## src/rtl/ahb_mux_param_if.sv

```systemverilog
// Bus bundle between the single AHB-lite master, the slave mux and its slaves.
// The mux attaches through the slave modport; the master side uses the master modport.
interface ahb_mux_param_if #(
    parameter int NSLAVES = 7,
    parameter int SELW    = 3,
    parameter int DW      = 32
);
    logic [SELW-1:0]       M_SEL_I;
    logic [1:0]            M_HTRANS_I;
    logic                  M_HREADY_I;
    logic                  M_HREADY_O;
    logic                  M_HRESP_O;
    logic [DW-1:0]         M_HRDATA_O;
    logic [NSLAVES-1:0]    S_SEL_O;
    logic [NSLAVES-1:0]    S_HREADY_I;
    logic [NSLAVES-1:0]    S_HRESP_I;
    logic [NSLAVES*DW-1:0] S_HRDATA_I;

    modport slave (
        input  M_SEL_I, M_HTRANS_I, M_HREADY_I, S_HREADY_I, S_HRESP_I, S_HRDATA_I,
        output M_HREADY_O, M_HRESP_O, M_HRDATA_O, S_SEL_O
    );

    modport master (
        output M_SEL_I, M_HTRANS_I, M_HREADY_I, S_HREADY_I, S_HRESP_I, S_HRDATA_I,
        input  M_HREADY_O, M_HRESP_O, M_HRDATA_O, S_SEL_O
    );
endinterface

```

## src/rtl/ahb_mux_param.sv

```systemverilog
// AHB-lite slave mux: one-hot HSEL decode, data-phase response mux, built-in
// default slave returning two-cycle ERROR for unmapped transfers, saturating error counter.
module ahb_mux_param #(
    parameter int NSLAVES = 7,
    parameter int SELW    = 3,
    parameter int DW      = 32,
    parameter int CNTW    = 8
) (
    input  logic                HCLK_I,
    input  logic                HRESET_I,
    ahb_mux_param_if.slave      bus,
    input  logic                ERR_CLR_I,
    output logic [CNTW-1:0]     ERR_CNT_O
);

    typedef enum logic [1:0] {
        ST_IDLE,
        ST_SLV,
        ST_ERR1,
        ST_ERR2
    } state_t;

    localparam logic [SELW-1:0] SEL_MAX = SELW'(NSLAVES);
    localparam logic [CNTW-1:0] CNT_MAX = '1;

    state_t            state_q, state_d;
    logic [SELW-1:0]   sel_q, sel_d;
    logic [CNTW-1:0]   cnt_q, cnt_d;

    logic              accept;
    logic              mapped;
    logic              s_rdy;
    logic              s_resp;
    logic [DW-1:0]     s_data;
    logic              hready;
    logic              hresp;
    logic [DW-1:0]     hrdata;
    logic [NSLAVES-1:0] hsel;
    logic              err_evt;

    assign accept = bus.M_HREADY_I & bus.M_HTRANS_I[1];
    assign mapped = (bus.M_SEL_I != '0) && (bus.M_SEL_I <= SEL_MAX);

    always_comb begin
        hsel = '0;
        for (int unsigned i = 0; i < NSLAVES; i++) begin
            hsel[i] = (bus.M_SEL_I == SELW'(i + 1));
        end
    end

    // Only the slave owning the data phase is looked at; all others are masked out.
    always_comb begin
        s_rdy  = 1'b1;
        s_resp = 1'b0;
        s_data = '0;
        for (int unsigned i = 0; i < NSLAVES; i++) begin
            if (sel_q == SELW'(i + 1)) begin
                s_rdy  = bus.S_HREADY_I[i];
                s_resp = bus.S_HRESP_I[i];
                s_data = bus.S_HRDATA_I[i*DW +: DW];
            end
        end
    end

    always_ff @(posedge HCLK_I or posedge HRESET_I) begin
        if (HRESET_I) begin
            state_q <= ST_IDLE;
            sel_q   <= '0;
            cnt_q   <= '0;
        end else begin
            state_q <= state_d;
            sel_q   <= sel_d;
            cnt_q   <= cnt_d;
        end
    end

    always_comb begin
        state_d = state_q;
        sel_d   = sel_q;
        hready  = 1'b1;
        hresp   = 1'b0;
        hrdata  = '0;

        case (state_q)
            ST_SLV: begin
                hready = s_rdy;
                hresp  = s_resp;
                hrdata = s_data;
            end
            ST_ERR1: begin
                hready = 1'b0;
                hresp  = 1'b1;
            end
            ST_ERR2: begin
                hready = 1'b1;
                hresp  = 1'b1;
            end
            default: ;
        endcase

        if (state_q == ST_ERR1) begin
            state_d = ST_ERR2;
        end else if (bus.M_HREADY_I) begin
            if (accept && mapped) begin
                state_d = ST_SLV;
                sel_d   = bus.M_SEL_I;
            end else if (accept) begin
                state_d = ST_ERR1;
            end else begin
                state_d = ST_IDLE;
            end
        end
    end

    assign err_evt = hready & hresp;

    // A clear coinciding with an error event leaves that event counted.
    always_comb begin
        cnt_d = cnt_q;
        if (ERR_CLR_I) begin
            cnt_d = err_evt ? CNTW'(1) : '0;
        end else if (err_evt && (cnt_q != CNT_MAX)) begin
            cnt_d = cnt_q + CNTW'(1);
        end
    end

    assign bus.M_HREADY_O = hready;
    assign bus.M_HRESP_O  = hresp;
    assign bus.M_HRDATA_O = hrdata;
    assign bus.S_SEL_O    = hsel;
    assign ERR_CNT_O      = cnt_q;

endmodule
```

## src/flat_wrapper.sv

```systemverilog
// flat-port wrapper written by rule: the top's interface ports become plain ports
module ahb_mux_param_flat 
#(
    parameter int NSLAVES = 7,
    parameter int SELW    = 3,
    parameter int DW      = 32,
    parameter int CNTW    = 8
)
  (HCLK_I, HRESET_I, ERR_CLR_I, ERR_CNT_O, bus_M_SEL_I, bus_M_HTRANS_I, bus_M_HREADY_I, bus_S_HREADY_I, bus_S_HRESP_I, bus_S_HRDATA_I, bus_M_HREADY_O, bus_M_HRESP_O, bus_M_HRDATA_O, bus_S_SEL_O);
  ahb_mux_param_if #(.NSLAVES(NSLAVES), .SELW(SELW), .DW(DW)) bus_i ();
  input  logic HCLK_I;
  input  logic HRESET_I;
  input  logic ERR_CLR_I;
  output logic [CNTW-1:0] ERR_CNT_O;
  input wire logic [$bits(bus_i.M_SEL_I)-1:0] bus_M_SEL_I;
  input wire logic [$bits(bus_i.M_HTRANS_I)-1:0] bus_M_HTRANS_I;
  input wire logic [$bits(bus_i.M_HREADY_I)-1:0] bus_M_HREADY_I;
  input wire logic [$bits(bus_i.S_HREADY_I)-1:0] bus_S_HREADY_I;
  input wire logic [$bits(bus_i.S_HRESP_I)-1:0] bus_S_HRESP_I;
  input wire logic [$bits(bus_i.S_HRDATA_I)-1:0] bus_S_HRDATA_I;
  output wire logic [$bits(bus_i.M_HREADY_O)-1:0] bus_M_HREADY_O;
  output wire logic [$bits(bus_i.M_HRESP_O)-1:0] bus_M_HRESP_O;
  output wire logic [$bits(bus_i.M_HRDATA_O)-1:0] bus_M_HRDATA_O;
  output wire logic [$bits(bus_i.S_SEL_O)-1:0] bus_S_SEL_O;
  assign bus_i.M_SEL_I = bus_M_SEL_I;
  assign bus_i.M_HTRANS_I = bus_M_HTRANS_I;
  assign bus_i.M_HREADY_I = bus_M_HREADY_I;
  assign bus_i.S_HREADY_I = bus_S_HREADY_I;
  assign bus_i.S_HRESP_I = bus_S_HRESP_I;
  assign bus_i.S_HRDATA_I = bus_S_HRDATA_I;
  assign bus_M_HREADY_O = bus_i.M_HREADY_O;
  assign bus_M_HRESP_O = bus_i.M_HRESP_O;
  assign bus_M_HRDATA_O = bus_i.M_HRDATA_O;
  assign bus_S_SEL_O = bus_i.S_SEL_O;
  ahb_mux_param #(.NSLAVES(NSLAVES), .SELW(SELW), .DW(DW), .CNTW(CNTW)) u_core (.HCLK_I(HCLK_I), .HRESET_I(HRESET_I), .bus(bus_i), .ERR_CLR_I(ERR_CLR_I), .ERR_CNT_O(ERR_CNT_O));
endmodule
```

## config.mk

```make
export PLATFORM = sky130hd
export DESIGN_NAME = ahb_mux_param_flat
export DESIGN_NICKNAME = d
export VERILOG_FILES = /design/src/rtl/ahb_mux_param_if.sv /design/src/rtl/ahb_mux_param.sv /design/src/flat_wrapper.sv
export SDC_FILE = /design/constraint.sdc
export NUM_CORES = 1
export LEC_CHECK = 0
export ABC_AREA = 1
export CORE_AREA = 2 2 116 118
export CTS_BUF_LIST = sky130_fd_sc_hd__clkbuf_2
export DETAILED_ROUTE_END_ITERATION = 7
export DIE_AREA = 0 0 118 120
export HOLD_SLACK_MARGIN = 0.03
export MAX_ROUTING_LAYER = met4
export PLACE_DENSITY = 0.71
export SETUP_SLACK_MARGIN = 0.3
export SLEW_MARGIN = 20
export SYNTH_ARGS = -nofsm -noshare
export SYNTH_HDL_FRONTEND = slang
export SYNTH_SLANG_ARGS = --single-unit
```

## constraint.sdc

```tcl
create_clock -name HCLK_I -period 2.29 [get_ports HCLK_I]
set_input_delay 0.5725 -clock HCLK_I [delete_from_list [all_inputs] [get_ports HCLK_I]]
set_output_delay 0.5725 -clock HCLK_I [all_outputs]
set_load 0.03 [all_outputs]
```

# Word level (Yosys, flattened, before mapping)
# Index checks and enable logic that the tools add are counted.
dict set report word_totals {
  ff_bits 13
  input_bits 247
  out_inout_bits 49
  wordCells 65
}
dict set report classes {
  addsub 1
  magnitude_cmp 1
  eq_ne 18
  n_mux 31
  bitwise 3
  reduce_logical 8
}
# op n
set ops {}
lappend ops {{32-bit two-way mux} 8}
lappend ops {{3-bit == test, second input constant} 8}
lappend ops {{8-bit two-way mux} 2}
lappend ops {{1-bit two-way mux} 15}
lappend ops {{3-bit by 2-bit == test with 1-bit output, second input constant} 4}
lappend ops {{8-bit by 1-bit adder with 8-bit output, second input constant} 1}
lappend ops {{2-bit two-way mux} 4}
lappend ops {{8-bit inequality test, second input constant} 1}
lappend ops {{3-bit by 1-bit == test with 1-bit output, second input constant} 2}
lappend ops {{2-bit == test, second input constant} 2}
lappend ops {{1-bit case mux with 2 select lines} 2}
lappend ops {{2-bit nonzero test} 2}
lappend ops {{3-bit <= comparator, second input constant} 1}
lappend ops {{1-bit logical AND} 3}
lappend ops {{3-bit AND reduction} 1}
lappend ops {{3-bit nonzero test} 1}
lappend ops {{1-bit bitwise AND} 2}
lappend ops {{2-bit by 1-bit == test with 1-bit output, second input constant} 1}
lappend ops {{2-bit OR reduction} 1}
lappend ops {{1-bit NOT} 1}

# Depth between registers and ports, before layout
dict set report depth {
  depth_word 13
  mapped_depth 13
  ltp_nobuf 12
}

# Least setup slack after synthesis
# No wires, ideal clock.
dict set report synth_timing {
  path_kind {reg2out}
  from {reg u_core.sel_q[0]}
  to {out bus_M_HRDATA_O[24]}
  arrival_ps 2018
  t_required_ps 1717
  setup_slack_ps -301
  path_stages_with_launch 7
  path_buffers 3
  path_cell_list {dfrtp_1 -> buf_6 -> buf_6 -> nor3_4 -> buf_2 -> a21oi_1 -> a311oi_1}
}
dict set report synth_via {
  elab_chain_len 9
  elab_cells_between_ends 15
  classes_between {7 x eq/ne; 8 x mux}
}
# element line_no
set synth_rtl {}
lappend synth_rtl {{from (decl)} ahb_mux_param.sv:27} ;# logic [SELW-1:0] sel_q, sel_d;
lappend synth_rtl {{from (signal assigned)} ahb_mux_param.sv:72} ;# sel_q <= sel_d;
lappend synth_rtl {{3-bit by 1-bit == test with 1-bit output} ahb_mux_param.sv:57} ;# if (sel_q == SELW'(i + 1)) begin
lappend synth_rtl {{32-bit two-way mux (6 in series)} ahb_mux_param.sv:57}
lappend synth_rtl {{32-bit two-way mux *} ahb_mux_param.sv:57}
lappend synth_rtl {{32-bit two-way mux *} ahb_mux_param.sv:84} ;# case (state_q)
lappend synth_rtl {{to (decl)} flat_wrapper.sv:23} ;# output wire logic [$bits(bus_i.M_HRDATA_O)-1:0] bus_M_HRDATA_O;
# Mark *: on every way between the ends. The rest lies on a longest branch, timed or not.

# Final worst setup path
dict set report layout_timing {
  from {reg u_core.sel_q[2]}
  to {out bus_M_HRDATA_O[21]}
}
# The elaborated chain is that of the path after synthesis.

==> impl_summary.txt <==
----------------------------------------------------
[Die]
  Height of the die ... 120 um
  Die area ... 0.0142 mm2
  I/O pin count ... 296
  Die width ... 118 um
  Area of the placeable core ... 0.0130 mm2
  Number of core rows ... 42
  Initial Utilization ... 20.9%

[Hold path]
  Hold Path End ... u_core.ERR_CNT_O[5]
  Worst hold path cell count ... 2
  Hold wc startpoint ... u_core.ERR_CNT_O[5]
  Hold/Removal Path Class ... flop to flop

[STA]
  Final Max Slew Viols ... 0
  Sum of negative setup slack ... -10.84 ns
  Final setup violation count ... 35
  Normalized max-slew margin ... 64.4%
  Highest Clock Rate ... 376 MHz
  Post-route minimum period ... 2.66 ns
  Number of hold violations in the final report ... 0
  Portion of the clock cycle consumed by the worst path in the final layout ... 116%
  Worst-Margin Slew ... 0.533 ns
  Worst path setup slack after routing ... -0.370 ns
  Unrepaired setup endpoints after global routing ... yes
  Maximum clock skew at final layout ... 0.0130 ns

[Clocking]
  Clock latency of the later-clocked register in the worst-skew pair ... 0.28 ns
  Clock tree from TritonCTS ... built
  Number of buffers added to fix hold violations after cts ... 0
  H-Tree Depth ... 1
  Total clock buffers created by CTS ... 3
  Total clock sinks ... 13
  Clock Tree Buf Depth ... 2
  Clock transition at path regs ... 0.15 ns
  Root cell of the clock tree ... sky130_fd_sc_hd__clkbuf_2

[Setup path]
  Depth of the worst register-to-register path ... 17
  Kind of start point of the critical path ... flop
  Worst reg2reg path startpoint ... u_core.sel_q[0]
  Minimum setup slack among reg-to-reg paths ... -0.02 ns
  Worst Path Required ... 1.72 ns
  Crit Path Max Fanout ... 8
  Setup Crit Path Kind ... flop to output pin
  Endpoint of the lowest-slack register-to-register path ... u_core.ERR_CNT_O[1]
  Critical path capture point type ... output pin
  Data arrival at the endpoint of the critical path ... 2.09 ns

[Synthesis]
  Flip-flop and latch count after synthesis ... 13
  Synth cell types ... 33
  Average cell area after synthesis ... 5.59 um2
  Proportion of synthesized chip area in sequential cells ... 12.0%
  Net count after synthesis ... 734
  Summed instance area of the synthesized netlist ... 0.00272 mm2
  Warnings from Yosys ... 0
  Post-synthesis cell count ... 486

[Power and ir drop]
  Worst ir drop on vdd ... 0.599 mV
  Total leakage power ... 3.40 nW
  Power density normalized to cell area ... 805 mW/mm2
  Final Power ... 6.17 mW

[Place]
  HPWL after detailed placement ... 13.2 mm
  # port buffers ... 294
  GP Congestion ... 0.927

[Global routing]
  Vias in the first global route ... 5102
  Global-route wire length before repair ... 28.2 mm
  Maximum number of pins on one net before global-route repair ... 27
  All-Layer GR Usage ... 25.9%
  Total grt overflow ... 0
  Antenna violations before repair ... 1

[Route]
  Number of nets with antenna violations after routing ... 0
  Number of search-and-repair iterations in the first detailed-routing pass ... 5
  Vias per std cell ... 4.88
  DR WL/cell ... 18.3 um
  Drt first-iter violations ... 275
  Total DRC errors in the routed layout ... 0
  Final wirelength ... 19.0 mm
  Vias after detailed routing ... 5050

[Run status]
  Violated checks ... negative setup slack
  Run status ... finished, violations left

[Run]
  Max-cap violations ... 0

[Final layout]
  Fill cells ... 1187
  Sequential cell area ... 329 um2
  Number of nets in the layout ... 1107
  Fraction of final layout cells sized beyond drive strength 1 ... 34.4%
  Most common cell after layout, fill and taps aside ... sky130_fd_sc_hd__clkdlybuf4s50_1
  Commonest cells after routing, fill and taps aside ... 242 x sky130_fd_sc_hd__clkdlybuf4s50_1, 108 x sky130_fd_sc_hd__nand2_1, 67 x sky130_fd_sc_hd__buf_6
  Total area of multi-input combinational cells ... 0.00248 mm2
  Synthesis-to-layout area growth ... 182%

----------------------------------------------------
-- worst max-delay path by stage --
stage,startpoint,to,slack (ns),cells after the start
6_report,u_core.sel_q[2],bus_M_HRDATA_O[21],-0.37,12
5_1_grt,u_core.sel_q[2],bus_M_HRDATA_O[26],-0.54,12
4_1_cts,u_core.sel_q[2],bus_M_HRDATA_O[28],-0.38,12
3_5_place_dp,bus_S_HRDATA_I[1],bus_M_HRDATA_O[1],-0.64,8
3_3_place_gp,bus_S_HRDATA_I[1],bus_M_HRDATA_O[1],-0.63,8
2_1_floorplan,u_core.sel_q[0],bus_M_HRDATA_O[24],0.19,6
-- registers in the layout (all words and copies together), names as in the netlist --
register and cells:
u_core.state_q 2, u_core.sel_q 3, u_core.ERR_CNT_O 8
-- synthesized netlist by cell type (all sizes together) --
| cell type | instances | area (um2) |
|---|---|---|
| nand3 | 60 | 313 |
| o211ai | 33 | 248 |
| clkinv | 1 | 3.75 |
| nor2 | 19 | 98.8 |
| nand2 | 133 | 517 |
| nor3 | 12 | 82.6 |
| o21ai | 48 | 240 |
| clkbuf | 19 | 71.3 |
| xor2 | 3 | 26.3 |
| ha | 1 | 12.5 |
| a21oi | 36 | 191 |
| nand4 | 24 | 156 |
| inv | 51 | 191 |
| o221ai | 1 | 8.76 |
| a221oi | 9 | 78.8 |
| nor3b | 1 | 7.51 |
| a311oi | 2 | 17.5 |
| xnor2 | 2 | 17.5 |
| dfrtp | 13 | 325 |
| buf | 18 | 111 |
-- metrics by stage --
stage	cell area [um2]	std cells	hold slack (ns)	utilization [%]	setup slack [ns]
after floorplan	2820	486	0.449	-	0.193
after global placement	6160	968	0.559	47.5	-0.633
after detailed placement	6160	968	0.567	47.5	-0.644
after CTS	7270	1019	0.594	56.0	-0.380
after global routing	7660	1035	0.660	59.0	-0.542
final	7660	1035	0.605	59.0	-0.370
-- logic make-up after synthesis --
| kind of cell | synth area share (%) |
|---|---|
| DFF | 12.0 |
| xor gates and xnor gates | 1.61 |
| and+or+nand+nor | 43.2 |
| adders and majority gates | 0.460 |
| AOI/OAI and AO/OA | 28.9 |
| buffers and inverters | 13.9 |
-- routing by layer --
layer  share of wire (%)  GRT usage [%]  vias up
met5                   0              -        -
met3                 6.9           4.71       29
met1                  41           31.3     2324
met2                  50           44.7      245
met4                 2.3           6.93        0
li1                    -              -     2452
-- critical path, stage by stage, from the launching register on --
cell and delay [ns]:
sky130_fd_sc_hd__dfrtp_2 0.47, sky130_fd_sc_hd__buf_6 0.13, sky130_fd_sc_hd__nor2_4 0.09, sky130_fd_sc_hd__buf_6 0.11
sky130_fd_sc_hd__buf_6 0.10, sky130_fd_sc_hd__clkinvlp_4 0.09, sky130_fd_sc_hd__buf_12 0.14, sky130_fd_sc_hd__buf_12 0.14
sky130_fd_sc_hd__o21ai_2 0.11, sky130_fd_sc_hd__nand4_1 0.10, sky130_fd_sc_hd__o211ai_1 0.13, sky130_fd_sc_hd__inv_2 0.05
sky130_fd_sc_hd__buf_6 0.13
-- power by group --
group / internal, mW / leakage, nW / switching (mW) / total (mW)
registers: 0.289 / 0.167 / 0.0829 / 0.372
logic: 2.82 / 3.22 / 2.85 / 5.66
clock network: 0.0463 / 0.0166 / 0.0827 / 0.129
total: 3.15 / 3.40 / 3.01 / 6.17
-- layout make-up --
type	instances	share of cell area, %
antenna	1	0.0327
inverter	52	2.83
multi-input combinational	385	32.3
clock buffer	4	0.261
tap	176	2.88
timing repair buffer	404	57.4
sequential	13	4.30
-- what timing repair did --
action	4_1_cts	5_1_grt
gates resized for setup	224	60
setup endpoints to repair	55	45
cloned	9	2
setup buffers	38	13
hold endpoints to repair	0	0
pin swaps	34	39
No activity file was read; power rests on OpenSTA's default activity.
